File: config.mk
export PLATFORM = sky130hd
export DESIGN_NAME = ps2_mouse_init_ctrl_flat
export DESIGN_NICKNAME = d
export VERILOG_FILES = /design/src/rtl/ps2_mouse_init_ctrl_if.sv /design/src/rtl/ps2_mouse_init_ctrl.sv /design/src/flat_wrapper.sv
export SDC_FILE = /design/constraint.sdc
export NUM_CORES = 1
export LEC_CHECK = 0
export ABC_CLOCK_PERIOD_IN_PS = 6000
export CAP_MARGIN = 10
export CORE_ASPECT_RATIO = 2
export CORE_MARGIN = 4
export CORE_UTILIZATION = 28
export DETAILED_ROUTE_END_ITERATION = 10
export PLACE_DENSITY = 0.45
export SYNTH_ARGS = -nofsm -noshare
export SYNTH_HDL_FRONTEND = slang
export SYNTH_SLANG_ARGS = --single-unit
export TNS_END_PERCENT = 100
File: constraint.sdc
create_clock -name clk -period 6 [get_ports clk]
set_input_delay 1.2 -clock clk [delete_from_list [all_inputs] [get_ports clk]]
set_output_delay 1.2 -clock clk [all_outputs]
set_load 0.05 [all_outputs]
File: src/rtl/ps2_mouse_init_ctrl_if.sv
`default_nettype none
// ============================================================================
//  Module      : ps2_mouse_init_ctrl_if
//  Description : Handshake bundle between the PS/2 mouse init controller and
//                its byte transmitter / receiver and host.
//                master : controller side (drives tx_valid/tx_data/status)
//                slave  : environment side (drives start, rx strobe, tx_ready)
//  Signals     : start        host request to (re)initialise
//                rx_valid     one-cycle strobe, rx_data holds received byte
//                rx_data[7:0] received PS/2 byte
//                tx_ready     transmitter accepts a byte this cycle
//                tx_valid     command byte offered
//                tx_data[7:0] command byte
//                stream_en    mouse is in stream mode
//                busy         init sequence in progress
//                error        init failed (sticky)
//                retry_count  retries consumed in current sequence
//  Revision    : 1.0  initial release
// ============================================================================
interface ps2_mouse_init_ctrl_if;
   logic       start;
   logic       rx_valid;
   logic [7:0] rx_data;
   logic       tx_ready;
   logic       tx_valid;
   logic [7:0] tx_data;
   logic       stream_en;
   logic       busy;
   logic       error;
   logic [1:0] retry_count;

   modport master (
      input  start, rx_valid, rx_data, tx_ready,
      output tx_valid, tx_data, stream_en, busy, error, retry_count
   );

   modport slave (
      output start, rx_valid, rx_data, tx_ready,
      input  tx_valid, tx_data, stream_en, busy, error, retry_count
   );
endinterface
`default_nettype wire

File: src/rtl/ps2_mouse_init_ctrl.sv
`default_nettype none
// ============================================================================
//  Module      : ps2_mouse_init_ctrl
//  Description : Brings a PS/2 mouse into stream mode: sends Reset (FF),
//                waits for ACK (FA), BAT pass (AA) and the device ID, then
//                sends Enable Data Reporting (F4) and waits for its ACK.
//                Resend/failure bytes and wait-state timeouts trigger a
//                bounded number of retries before entering a sticky error.
//  Ports       : clk    clock, rising edge
//                reset  asynchronous, active-high
//                bus    ps2_mouse_init_ctrl_if.master (see interface file)
//  Parameters  : TIMEOUT   cycles allowed in a wait state (2 .. 2^24-1)
//                MAX_RETRY retries per sequence before error (0 .. 3)
//  Revision    : 1.0  initial release
// ============================================================================
module ps2_mouse_init_ctrl #(
   parameter int TIMEOUT   = 1000000,
   parameter int MAX_RETRY = 3
) (
   input  wire logic                   clk,
   input  wire logic                   reset,
   ps2_mouse_init_ctrl_if.master       bus
);

   localparam logic [23:0] c_tmo_last  = 24'(TIMEOUT - 1);
   localparam logic [1:0]  c_max_retry = 2'(MAX_RETRY);
   localparam logic [7:0]  c_cmd_rst   = 8'hFF;
   localparam logic [7:0]  c_cmd_en    = 8'hF4;
   localparam logic [7:0]  c_rsp_ack   = 8'hFA;
   localparam logic [7:0]  c_rsp_rsnd  = 8'hFE;
   localparam logic [7:0]  c_rsp_bat   = 8'hAA;
   localparam logic [7:0]  c_rsp_batf  = 8'hFC;

   typedef enum logic [3:0] {
      S_IDLE      = 4'd0,
      S_SEND_RST  = 4'd1,
      S_WAIT_ACK1 = 4'd2,
      S_WAIT_BAT  = 4'd3,
      S_WAIT_ID   = 4'd4,
      S_SEND_EN   = 4'd5,
      S_WAIT_ACK2 = 4'd6,
      S_STREAM    = 4'd7,
      S_ERROR     = 4'd8
   } state_t;

   state_t      r_state, w_state_nxt, w_reentry;
   logic [1:0]  r_retry, w_retry_nxt;
   logic [23:0] r_tmo_cnt, w_tmo_cnt_nxt;
   logic        w_tmo_hit, w_retry_evt;
   logic        r_tx_valid, w_tx_valid_nxt;
   logic [7:0]  r_tx_data, w_tx_data_nxt;
   logic        r_stream_en, r_busy, r_error;

   function automatic logic is_wait(state_t s);
      return (s == S_WAIT_ACK1) || (s == S_WAIT_BAT) ||
             (s == S_WAIT_ID)   || (s == S_WAIT_ACK2);
   endfunction

   // State, counters and all outputs are registered together; the outputs
   // are decoded from the next state so they line up with the state flop.
   always_ff @(posedge clk or posedge reset) begin
      if (reset) begin
         r_state     <= S_IDLE;
         r_retry     <= 2'd0;
         r_tmo_cnt   <= 24'd0;
         r_tx_valid  <= 1'b0;
         r_tx_data   <= 8'h00;
         r_stream_en <= 1'b0;
         r_busy      <= 1'b0;
         r_error     <= 1'b0;
      end else begin
         r_state     <= w_state_nxt;
         r_retry     <= w_retry_nxt;
         r_tmo_cnt   <= w_tmo_cnt_nxt;
         r_tx_valid  <= w_tx_valid_nxt;
         r_tx_data   <= w_tx_data_nxt;
         r_stream_en <= (w_state_nxt == S_STREAM);
         r_busy      <= w_tx_valid_nxt || is_wait(w_state_nxt);
         r_error     <= (w_state_nxt == S_ERROR);
      end
   end

   always_comb begin
      w_state_nxt = r_state;
      w_retry_nxt = r_retry;
      w_retry_evt = 1'b0;
      w_reentry   = S_SEND_RST;
      // ">=" rather than "==" so a timeout masked by an ignored byte still
      // fires on the following cycle instead of waiting for counter wrap.
      w_tmo_hit   = (r_tmo_cnt >= c_tmo_last);

      case (r_state)
         S_IDLE, S_STREAM, S_ERROR: begin
            if (bus.start) begin
               w_state_nxt = S_SEND_RST;
               w_retry_nxt = 2'd0;
            end
         end
         S_SEND_RST: if (bus.tx_ready) w_state_nxt = S_WAIT_ACK1;
         S_SEND_EN:  if (bus.tx_ready) w_state_nxt = S_WAIT_ACK2;
         S_WAIT_ACK1: begin
            if (bus.rx_valid) begin
               if (bus.rx_data == c_rsp_ack)       w_state_nxt = S_WAIT_BAT;
               else if (bus.rx_data == c_rsp_rsnd) w_retry_evt = 1'b1;
            end else if (w_tmo_hit) begin
               w_retry_evt = 1'b1;
            end
         end
         S_WAIT_BAT: begin
            if (bus.rx_valid) begin
               if (bus.rx_data == c_rsp_bat)       w_state_nxt = S_WAIT_ID;
               else if (bus.rx_data == c_rsp_batf) w_retry_evt = 1'b1;
            end else if (w_tmo_hit) begin
               w_retry_evt = 1'b1;
            end
         end
         S_WAIT_ID: begin
            if (bus.rx_valid)   w_state_nxt = S_SEND_EN;
            else if (w_tmo_hit) w_retry_evt = 1'b1;
         end
         S_WAIT_ACK2: begin
            w_reentry = S_SEND_EN;
            if (bus.rx_valid) begin
               if (bus.rx_data == c_rsp_ack)       w_state_nxt = S_STREAM;
               else if (bus.rx_data == c_rsp_rsnd) w_retry_evt = 1'b1;
            end else if (w_tmo_hit) begin
               w_retry_evt = 1'b1;
            end
         end
         default: w_state_nxt = S_IDLE;
      endcase

      if (w_retry_evt) begin
         if (r_retry < c_max_retry) begin
            w_retry_nxt = r_retry + 2'd1;
            w_state_nxt = w_reentry;
         end else begin
            w_state_nxt = S_ERROR;
         end
      end

      // Counter runs only while remaining in the same wait state, so every
      // entry into a wait state starts from zero.
      if (is_wait(r_state) && (w_state_nxt == r_state))
         w_tmo_cnt_nxt = r_tmo_cnt + 24'd1;
      else
         w_tmo_cnt_nxt = 24'd0;

      w_tx_valid_nxt = (w_state_nxt == S_SEND_RST) || (w_state_nxt == S_SEND_EN);
      if (w_state_nxt == S_SEND_RST)     w_tx_data_nxt = c_cmd_rst;
      else if (w_state_nxt == S_SEND_EN) w_tx_data_nxt = c_cmd_en;
      else                               w_tx_data_nxt = 8'h00;
   end

   assign bus.tx_valid    = r_tx_valid;
   assign bus.tx_data     = r_tx_data;
   assign bus.stream_en   = r_stream_en;
   assign bus.busy        = r_busy;
   assign bus.error       = r_error;
   assign bus.retry_count = r_retry;

endmodule
`default_nettype wire

File: src/flat_wrapper.sv
// flat-port wrapper written by rule: the top's interface ports become plain ports
module ps2_mouse_init_ctrl_flat 
#(
   parameter int TIMEOUT   = 1000000,
   parameter int MAX_RETRY = 3
)
  (clk, reset, bus_start, bus_rx_valid, bus_rx_data, bus_tx_ready, bus_tx_valid, bus_tx_data, bus_stream_en, bus_busy, bus_error, bus_retry_count);
  ps2_mouse_init_ctrl_if bus_i ();
  input  wire logic clk;
  input  wire logic reset;
  input wire logic [$bits(bus_i.start)-1:0] bus_start;
  input wire logic [$bits(bus_i.rx_valid)-1:0] bus_rx_valid;
  input wire logic [$bits(bus_i.rx_data)-1:0] bus_rx_data;
  input wire logic [$bits(bus_i.tx_ready)-1:0] bus_tx_ready;
  output wire logic [$bits(bus_i.tx_valid)-1:0] bus_tx_valid;
  output wire logic [$bits(bus_i.tx_data)-1:0] bus_tx_data;
  output wire logic [$bits(bus_i.stream_en)-1:0] bus_stream_en;
  output wire logic [$bits(bus_i.busy)-1:0] bus_busy;
  output wire logic [$bits(bus_i.error)-1:0] bus_error;
  output wire logic [$bits(bus_i.retry_count)-1:0] bus_retry_count;
  assign bus_i.start = bus_start;
  assign bus_i.rx_valid = bus_rx_valid;
  assign bus_i.rx_data = bus_rx_data;
  assign bus_i.tx_ready = bus_tx_ready;
  assign bus_tx_valid = bus_i.tx_valid;
  assign bus_tx_data = bus_i.tx_data;
  assign bus_stream_en = bus_i.stream_en;
  assign bus_busy = bus_i.busy;
  assign bus_error = bus_i.error;
  assign bus_retry_count = bus_i.retry_count;
  ps2_mouse_init_ctrl #(.TIMEOUT(TIMEOUT), .MAX_RETRY(MAX_RETRY)) u_core (.clk(clk), .reset(reset), .bus(bus_i));
endmodule
## Yosys cells after proc, flatten, opt, wreduce, memory -nomap -nowiden

Cells that the tools add are included.

- Mux-type cells: 30
- Bitwise operators: 0
- Shift-type cells: 0
- Reductions and logical operators: 12
- $lt $le $gt $ge: 2
- Equality and inequality tests: 21
- Multipliers: 0
- $add $sub $neg: 2
- Divide/modulo/power cells: 0

Operators with widths:

| operator | number |
|---|---|
| $mux 4 | 12 |
| $eq 4x3->1 const B | 8 |
| $eq 8x8->1 const B | 4 |
| $pmux 4 s7 | 1 |
| $add 24x1->24 const B | 1 |
| $ge 24x20->1 const B | 1 |
| $mux 24 | 1 |
| $eq 4x2->1 const B | 4 |
| $mux 8 | 2 |
| $eq 4x1->1 const B | 2 |
| $eq 4x4->1 const B | 2 |
| $logic_or 1x1->1 | 8 |
| $mux 1 | 8 |
| $mux 2 | 4 |
| $eq 4x4->1 | 1 |
| $logic_not 4->1 | 1 |
| $mux 3 | 1 |
| $pmux 1 s3 | 1 |
| $reduce_or 3->1 | 1 |
| $add 2x1->2 const B | 1 |
| $lt 2x2->1 const B | 1 |
| $reduce_or 2->1 | 1 |
| $logic_and 1x1->1 | 1 |

- Latch bits: 0
- Word-level logic and storage cells: 75
- Bits of input ports: 13
- Bits in registers: 42
- Memories kept: 0
- Memory bits (read-only): 0
- RAM bits: 0
- Output and inout port bits: 14

## Depth between registers and ports, before layout

Gate-level depths: netlist of the first run.

- Word-level depth: 11
- Depth in mapped cells: 10
- Depth with buffers taken out: 8

## Worst setup path after synthesis of the first run

OpenSTA, ideal clock, no wires.

- Path type: in2reg
- Start: input bus_rx_data[2]
- End: register u_core.r_tmo_cnt[15]
- Library setup time: 119 ps
- Arrival time: 2747 ps
- Slack: 3134 ps
- Data required time: 5881 ps
- Buffers on the path: 1
- Stages: 8
- Cell sequence: and4bb_1 nand3_1 and4_1 o31a_1 o211a_4 o21ai_4 buf_6 nor2_2

- Cells in the longest elaborated chain, start to end: 9
- Elaborated cells on any way between the ends: 22
- Those cells by class: eq/ne: 5; mux: 16; reduce/logical: 1

Ends and longest elaborated chain:

| what | RTL line | source |
|---|---|---|
| start, declared | flat_wrapper.sv:13 | `input wire logic [$bits(bus_i.rx_data)-1:0] bus_rx_data;` |
| $eq 8x8->1, on equally long branches | ps2_mouse_init_ctrl.sv:104, ps2_mouse_init_ctrl.sv:125, ps2_mouse_init_ctrl.sv:112 |  |
| $mux 1, on equally long branches | ps2_mouse_init_ctrl.sv:104, ps2_mouse_init_ctrl.sv:125, ps2_mouse_init_ctrl.sv:112 |  |
| $mux 1, on equally long branches | ps2_mouse_init_ctrl.sv:103, ps2_mouse_init_ctrl.sv:111 |  |
| $mux 1, on equally long branches | ps2_mouse_init_ctrl.sv:102, ps2_mouse_init_ctrl.sv:110 |  |
| $pmux 1 s3 | ps2_mouse_init_ctrl.sv:92 | `case (r_state)` |
| $mux 4 (*) | ps2_mouse_init_ctrl.sv:133 | `if (w_retry_evt) begin` |
| $eq 4x4->1 (*) | ps2_mouse_init_ctrl.sv:144 | `if (is_wait(r_state) && (w_state_nxt == r_state))` |
| $logic_and 1x1->1 (*) | ps2_mouse_init_ctrl.sv:144 |  |
| $mux 24 (*) | ps2_mouse_init_ctrl.sv:144 |  |
| net u_core.w_tmo_cnt_nxt[15] | ps2_mouse_init_ctrl.sv:48 | `logic [23:0] r_tmo_cnt, w_tmo_cnt_nxt;` |
| end signal, assigned | ps2_mouse_init_ctrl.sv:74 | `r_tmo_cnt <= w_tmo_cnt_nxt;` |
| end, declared | ps2_mouse_init_ctrl.sv:48 |  |

The timed path passes the listed nets; every way through them passes the cells marked *.

## Final worst setup path of the first run

- Start: input bus_rx_data[1]
- End: register u_core.r_tmo_cnt[2]

Same word-level chain as after synthesis.

==> impl_metrics.json, run 1 <==
{
  "die_h_um": 130,
  "p_leak_nw": 1.02,
  "area_delta_synth_final_pct": 19.6,
  "fillCellCount": 798,
  "drv_cap": 0,
  "grt_overflow": 0,
  "maxSlewHeadroom": 0.371,
  "drt_iter0_drc": 56,
  "die-area_um2": 8970,
  "finalClockSkew_ns": 0.00171,
  "fin_nets": 252,
  "ant_nets": 0,
  "final_cell_mix": "dfrtp_1, clkdlybuf4s50_1, nor2_2",
  "post-route-period-util": 0.594,
  "clk_path_buf_depth": 2,
  "power.density_nw_per_um2": 286,
  "wirelength_um": 4950,
  "swShare": 0.342,
  "syn_inst": 218,
  "rows": 44,
  "cts_tree": "done",
  "finalSetupTns_ns": 0,
  "cts_setup_buffers": 0,
  "switching_power_mw": 0.243,
  "arrival_ns": 3.69,
  "gp_congestion": 0.799,
  "outcome": "finished, final reports clean",
  "cts_hold_buf": 0,
  "critical_path_class": "in -> reg",
  "start_util": 0.287,
  "crit_slowest_cell": "o21ai_4",
  "final_util": 0.343,
  "required_ns": 6.13,
  "async_flop_share": 1.00,
  "cp-start-kind": "input pin",
  "dp_cells": 322,
  "setup_slack_ns": 2.43,
  "die_x_um": 69.0,
  "synthesis.nets": 233,
  "grt_max_degree": 36,
  "numCtsBuffers": 5,
  "synth_seq_cells": 35,
  "final_common_cell": "dfrtp_1",
  "synth_edf_count": 0,
  "antenna_cells": 0,
  "path_max_fanout": 24,
  "tightest_slew_ns": 0.940,
  "grt_pass1_vias": 1727,
  "ys.flop_type": "dfrtp_1",
  "crit_chain": "clkdlybuf4s50_1 -> and4bb_1 -> nand3_1 -> and4_1 -> o31a_1 -> o211a_4 -> o21ai_4 -> nor2_1",
  "seqPwrFrac": 0.392,
  "grt_pass1_wl_um": 8310,
  "cpPeakStageDelay_ns": 0.75,
  "power_frac_clock": 0.349,
  "cts.clk_slew.worst_paths_ns": 0.05,
  "fmax_mhz": 280,
  "first_pass_iters": 4,
  "wl_per_cell_um": 15.0,
  "slew_viol_final": 0,
  "cts_num_sinks": 35,
  "setup_viol_count_final": 0,
  "dp_slack_ns": 2.11,
  "stdcell_count": 330,
  "postCtsResizedCells": 0,
  "comb_power_share": 0.259,
  "hold_violations": 0,
  "cp-end-kind": "flip-flop",
  "synth.distinct_cells": 45,
  "io_buffer_count": 26,
  "root_buffer": "clkbuf_16",
  "rsz0062_at_grt": "false",
  "vias": 1616,
  "synth_area_um2": 2080,
  "layout_min_cycle_time_ns": 3.57,
  "fp.coreArea_um2": 7270,
  "hpwl_um": 3740,
  "yosys_warnings": 0,
  "hold_path.class": "reg -> reg",
  "clk_latency_ns": 0.28,
  "ir_drop_uv": 196,
  "postSynthAreaPerCell_um2": 9.56,
  "io_pins": 27,
  "layout-drive-gt1-share": 0.143,
  "drc": 0,
  "ys_seq_area_frac": 0.420,
  "cts_max_level": 2,
  "grt.total_usage": 0.118,
  "antenna_found_initial": 0,
  "viasPerCell": 4.90,
  "intPower_mw": 0.469
}
## cell usage after synthesis, drive strengths merged (2+ instances only)
master	n	area share
o21ai	7	0.024
nand3b	2	0.0072
and4b	2	0.0096
ha	2	0.012
clkbuf	2	0.0036
dfrtp	35	0.42
nor4	2	0.0060
nand3	15	0.036
nor2b	2	0.0060
mux2i	2	0.0096
o31ai	2	0.0072
and3	9	0.027
buf	13	0.050
xnor2	11	0.046
a21oi	5	0.012
and4	4	0.017
nor3	3	0.0072
or3	2	0.0060
and2	3	0.0090
nand2	19	0.034
inv	8	0.014
nor4b	2	0.0084
nor2	34	0.085
nand2b	2	0.0060
nand4	5	0.015
xor2	11	0.046
## through the flow
stage / hold slack (ns) / cell area [µm²] / power (mW)
floorplan: 0.460 / 2080 / 0.447
global route: 0.535 / 2490 / 0.755
global placement: 0.492 / 2360 / 0.470
finish: 0.506 / 2490 / 0.712
detailed placement: 0.498 / 2360 / 0.471
CTS: 0.506 / 2490 / 0.727
## routing by layer
metal,global-route usage,share of wire
met1,0.110,0.35
met2,0.230,0.58
met3,0.0193,0.024
met4,0.0829,0.036
met5,0,0
## critical path: cells and delay by family
| family | cells | cell delay [ns] |
|---|---|---|
| AO/OA/AOI/OAI | 3 | 1.28 |
| buffers and inverters | 1 | 0.48 |
| AND/OR/NAND/NOR | 4 | 0.73 |
## worst paths after layout
check | from | endpoint | slack (ns) | depth (start not counted)
min in group asynchronous | reset | u_core.r_state[3] | 1.33 | 3
min reg2reg | u_core.r_tmo_cnt[0] | u_core.r_tmo_cnt[0] | 0.51 | 1
max reg2reg | u_core.r_tmo_cnt[0] | u_core.r_tmo_cnt[2] | 3.19 | 8
max | bus_rx_data[1] | u_core.r_tmo_cnt[2] | 2.43 | 8
min | u_core.r_tmo_cnt[0] | u_core.r_tmo_cnt[0] | 0.51 | 1
max in group asynchronous | reset | u_core.r_tmo_cnt[9] | 4.34 | 3
## sequential cells by signal, indices dropped and copies added (netlist names)
signal,flops
u_core.r_tmo_cnt,24
u_core.r_state,4
u_core.bus.retry_count,2
u_core.bus.tx_data,2
u_core.bus.busy,1
u_core.bus.error,1
u_core.bus.stream_en,1
## area by class of cell
cell class	count	area, µm²	share of cell area
inverter	8	30.0	0.0120
sequential	35	876	0.351
timing repair buffer	27	268	0.107
multi-input combinational	160	1070	0.428
clock buffer	7	133	0.0532
clock inverter	1	5.00	0.00201
tap	92	115	0.0462
## cells by family after synthesis
group	Yosys count	synth area share
flip-flops	35	0.420
XOR/XNOR	22	0.0924
AO/OA/AOI/OAI	23	0.0936
buffers and inverters	23	0.0678
AND/OR/NAND/NOR	110	0.299
multiplexers	3	0.0150
adder cells (fa/ha/maj)	2	0.0120
## power by group through the flow
stage | clock network [mW] | logic [mW] | registers, mW
after floorplan | 0 | 0.176 | 0.271
after global placement | 0 | 0.187 | 0.283
after detailed placement | 0 | 0.188 | 0.283
after CTS | 0.258 | 0.189 | 0.279
after global routing | 0.266 | 0.206 | 0.283
final | 0.248 | 0.185 | 0.279
Power figures use the tool's default switching activity.
==> inputs of run 2 (changes only) <==
ABC_CLOCK_PERIOD_IN_PS = 3400   (was 6000)
clock period = 3.4 ns   (was 6 ns; I/O delays follow)
==> run 2 against run 1 <==
Clock power up 97%. Hold slack worse by 0.0081 ns. Die area unchanged. Non-clock buffer count up 2. Critical path depth unchanged. Highest routed layer unchanged.
==> impl_metrics.json, run 2 (synthesized netlist as in run 1, its figures left out) <==
{
  "arrival_ns": 3.15,
  "layout-drive-gt1-share": 0.158,
  "area_delta_synth_final_pct": 21.4,
  "fin_nets": 254,
  "drc": 0,
  "dp_cells": 324,
  "setup_slack_ns": 0.382,
  "drv_cap": 0,
  "cts_tree": "done",
  "min_from": "u_core.r_tmo_cnt[0]",
  "grt.total_usage": 0.121,
  "slew_viol_final": 0,
  "crit_family": "compound AO/OA/AOI/OAI gates",
  "die_x_um": 69.0,
  "tightest_slew_ns": 0.922,
  "hpwl_um": 3880,
  "power.density_nw_per_um2": 519,
  "clk_path_buf_depth": 2,
  "finalSetupTns_ns": 0,
  "io_pins": 27,
  "grt_overflow": 0,
  "cts_hold_buf": 0,
  "power_mw": 1.31,
  "path_max_fanout": 24,
  "antenna_found_initial": 0,
  "reg2reg_from": "u_core.r_tmo_cnt[0]",
  "hold_violations": 0,
  "wl_per_cell_um": 15.4,
  "antenna_cells": 0,
  "largestRegisters": "u_core.r_tmo_cnt (24), u_core.r_state (4)",
  "final_common_cell": "dfrtp_1",
  "hold_path_depth": 1,
  "root_buffer": "clkbuf_16",
  "cp_num_cells": 8,
  "final_cell_mix": "dfrtp_1, clkdlybuf4s50_1, nor2_2",
  "cp_num_buf_inv": 1,
  "required_ns": 3.53,
  "ant_nets": 0,
  "grt_max_degree": 36,
  "final_area_um2": 2530,
  "hold_path.class": "reg -> reg",
  "vias": 1612,
  "cts_setup_buffers": 0,
  "layout_min_cycle_time_ns": 3.02,
  "startpoint": "bus_rx_data[1]",
  "start_util": 0.287,
  "wirelength_um": 5120,
  "critical_path_class": "in -> reg",
  "die-area_um2": 8970,
  "crit_chain": "clkdlybuf4s50_1 -> and4bb_1 -> nand3_1 -> and4_1 -> o31a_1 -> o211a_4 -> o21ai_4 -> nor2_1",
  "rows": 44,
  "largest_register": "u_core.r_tmo_cnt",
  "rsz0062_at_grt": "false",
  "cts_max_level": 2,
  "die_h_um": 130,
  "fp.coreArea_um2": 7270,
  "grt_pass1_vias": 1695,
  "crit_slowest_cell": "o21ai_4",
  "dp_slack_ns": 0.0618,
  "finalClockSkew_ns": 0.00410,
  "fmax_mhz": 331,
  "post_dp_cell_area_um2": 2370,
  "cts_num_sinks": 35,
  "grt_pass1_wl_um": 8490,
  "maxSlewHeadroom": 0.383,
  "largest_register_ff_count": 24,
  "cp-end-kind": "flip-flop",
  "io_buffer_count": 26,
  "cp-start-kind": "input pin",
  "gp_congestion": 0.865,
  "clk_latency_ns": 0.28,
  "outcome": "finished, final reports clean",
  "viasPerCell": 4.86,
  "stdcell_count": 332,
  "numCtsBuffers": 5,
  "post-route-period-util": 0.888,
  "postCtsResizedCells": 0,
  "first_pass_iters": 4,
  "ir_drop_uv": 346,
  "reg2reg_depth": 9,
  "p_leak_nw": 1.04,
  "setup_viol_count_final": 0,
  "cpPeakStageDelay_ns": 0.73,
  "cts.clk_slew.worst_paths_ns": 0.06,
  "drt_iter0_drc": 59
}
[run 2: cell types whose count changed in the layout (fill, tap and decap cells not counted), sizes merged]
cell and change:
buf +2, clkinvlp +1, clkinv -1
[run 2: final cells by class]
| type | instances | area, µm² |
|---|---|---|
| Clock inverter | 1 | 7.51 |
| Fill cell | 791 | 4740 |
| Tap cell | 92 | 115 |
| Multi-Input combinational cell | 160 | 1070 |
| Timing Repair Buffer | 29 | 283 |
| Sequential cell | 35 | 876 |
| Clock buffer | 7 | 153 |
| Inverter | 8 | 30.0 |
[run 2: worst reg2reg max path: stages (launching register included)]
cell and delay [ns]:
dfrtp_1 0.42, ha_1 0.26, nand2_1 0.08, nor2_1 0.04, buf_4 0.15, o311ai_0 0.43, a41o_4 0.34, a22oi_2 0.10
o21ai_4 0.73, nor2_1 0.12
[run 2: path summary, 6_finish.rpt]
check / end / slack [ns]
min: u_core.r_tmo_cnt[0] / 0.50
min reg2reg: u_core.r_tmo_cnt[0] / 0.50
max: u_core.r_tmo_cnt[4] / 0.38
min in group asynchronous: u_core.r_tmo_cnt[20] / 0.80
max reg2reg: u_core.r_tmo_cnt[4] / 0.58
max in group asynchronous: u_core.r_tmo_cnt[13] / 2.25
[run 2: where the power goes]
| group | internal, mW | switching, mW | leakage [nW] | total, mW |
|---|---|---|---|---|
| logic | 0.121 | 0.221 | 0.490 | 0.343 |
| registers | 0.443 | 0.0395 | 0.473 | 0.482 |
| clock network | 0.311 | 0.178 | 0.0761 | 0.489 |
[run 2: metal layers]
layer | share of wire | GRT usage
met5 | 0 | 0
met4 | 0.044 | 0.0806
met1 | 0.34 | 0.108
met3 | 0.029 | 0.0193
met2 | 0.59 | 0.242
[run 2: through the flow]
stage	hold slack, ns	util
after floorplan	0.460	-
after global placement	0.491	0.326
after detailed placement	0.493	0.326
after CTS	0.503	0.348
after global routing	0.530	0.348
final	0.498	0.348
==> RTL edit, RTL diff (settings of run 2) <==
Reset style: synchronous (`reset`), changed in one clocked block. Comments in the files are not updated.
--- a/src/rtl/ps2_mouse_init_ctrl.sv
+++ b/src/rtl/ps2_mouse_init_ctrl.sv
@@ -58,7 +58,7 @@
 
    // State, counters and all outputs are registered together; the outputs
    // are decoded from the next state so they line up with the state flop.
-   always_ff @(posedge clk or posedge reset) begin
+   always_ff @(posedge clk) begin
       if (reset) begin
          r_state     <= S_IDLE;
          r_retry     <= 2'd0;
Formal check against the unedited RTL: differs if reset is asserted again (counterexample within 4 cycles, from zero or initial values and one cycle with reset high); with reset held inactive, the same outputs for 10 cycles.
==> RTL edit against run 2 <==
  * Sequential cell count stayed put
  * Design area is 0.79% higher
  * Sequential share of layout area is 7.1 points lower
  * First-iteration DRC count is 3.4% higher
  * Power is 12% lower
  * Synthesized area is 0.90% lower
  * Worst setup slack better by 0.19 ns
  * Global-route usage is 1.6 points higher
  * Fmax is 6.7% higher
  * Count of clock-buffer cells in the layout is 2 lower
  * Routed wire length is 5.2% higher
  * Clock power is 8.0% higher
  * Critical path type unchanged
  * Highest routed layer unchanged
==> RTL edit: results (changes against run 2) <==
Setup path
  • Reg-to-reg setup timing slack: 0.86 ns (was 0.58 ns)
  • Crit path arrival time: 3.02 ns (was 3.15 ns)
  • CP Launch Point: bus_rx_data[0] (was bus_rx_data[1])
  • Critical R2R Launch: u_core.r_state[1]$_SDFF_PP0_ (was u_core.r_tmo_cnt[0]$_DFF_PP0_)
  • R2r endpoint: u_core.r_tmo_cnt[5]$_SDFF_PP0_ (was u_core.r_tmo_cnt[4]$_DFF_PP0_)
  • Worst R2R Path Depth: 7 (was 9)

Synthesis
  • Synth cell types: 49 (was 45)
  • Mapped Avg Cell Area: 9.100 um2 (was 9.562 um2)
  • Compound-gate portion of the synthesized area: 10.18% (was 9.364%)
  • Post-synthesis mux area share: 0.9691% (was 1.501%)
  • Most area-consuming cells after synthesis: dfxtp_1, nor4_2, xnor2_1, xor2_1, buf_4 (was dfrtp_1, nor2_2, xnor2_1, xor2_1, nand3_1)
  • Post-synth ARST share: 0% (was 100.0%)
  • Register area share after synthesis: 33.92% (was 42.02%)
  • Post-synthesis xor/xnor area fraction: 9.328% (was 9.244%)
  • Fraction of the mapped netlist area in adder cells: 1.211% (was 1.200%)
  • Net count after synthesis: 242 (was 233)

Route
  • DR WL/cell: 15.93 um (was 15.41 um)

Placement
  • Cells after DPL: 330 (was 324)
  • DP Worst Slack: 0.2570 ns (was 0.06175 ns)
  • Hpwl dp: 4.022 mm (was 3.882 mm)

Global route
  • Number of global-route vias before repair: 1840 (was 1695)
  • Largest net degree at the start of global routing: 25 (was 36)

Timing
  • Max Clk Rate: 0.3536 GHz (was 0.3313 GHz)
  • Hold WS: 0.5386 ns (was 0.4976 ns)
  • Worst slew pin tran: 0.6441 ns (was 0.9215 ns)
  • Clock Skew: 0.008152 ns (was 0.004099 ns)

Layout
  • Fin cells: 338 (was 332)
  • Share of layout cells above drive strength 1: 15.45% (was 15.83%)
  • Nets: 260 (was 254)

Pwr
  • Peak supply drop: 0.3111 mV (was 0.3461 mV)
  • Leakage: 0.7617 nW (was 1.039 nW)

Min path
  • Hold Startpoint: u_core.r_tmo_cnt[0]$_SDFF_PP0_ (was u_core.r_tmo_cnt[0]$_DFF_PP0_)

Status
  • Status: finished clean (unchanged)
## RTL edit: routing by layer
layer / share of wire, % / global-route usage [%] / vias up / routed length, um
met1: 34 / 12.81 / 820 / 1846
met2: 60 / 25.97 / 34 / 3228
li1: - / - / 861 / -
met4: 3.0 / 7.356 / 0 / 163
met5: 0 / 0 / - / 0
met3: 2.7 / 3.122 / 12 / 145
## RTL edit: critical path: stages
cell and delay, ns:
clkdlybuf4s50_1 0.47, and4b_1 0.21, a311oi_1 0.36, o21ai_0 0.19, a211o_1 0.34, a221o_2 0.37
buf_12 0.18, nor4_1 0.22
## RTL edit: final cells by class
class / instances / area, um2
clock buffers: 5 / 125.1
clock inverters: 3 / 43.79
fillers: 752 / 4661
inverters: 9 / 33.78
multi-input cells: 165 / 1225
flip-flops and latches: 35 / 700.7
well taps: 92 / 115.1
repair buffers: 29 / 307.8
## RTL edit: report_power, final
group          internal (mW)  switching, mW
Clock                  0.346          0.182
Sequential             0.417         0.0111
Combinational         0.0700          0.133
Total                  0.833          0.327
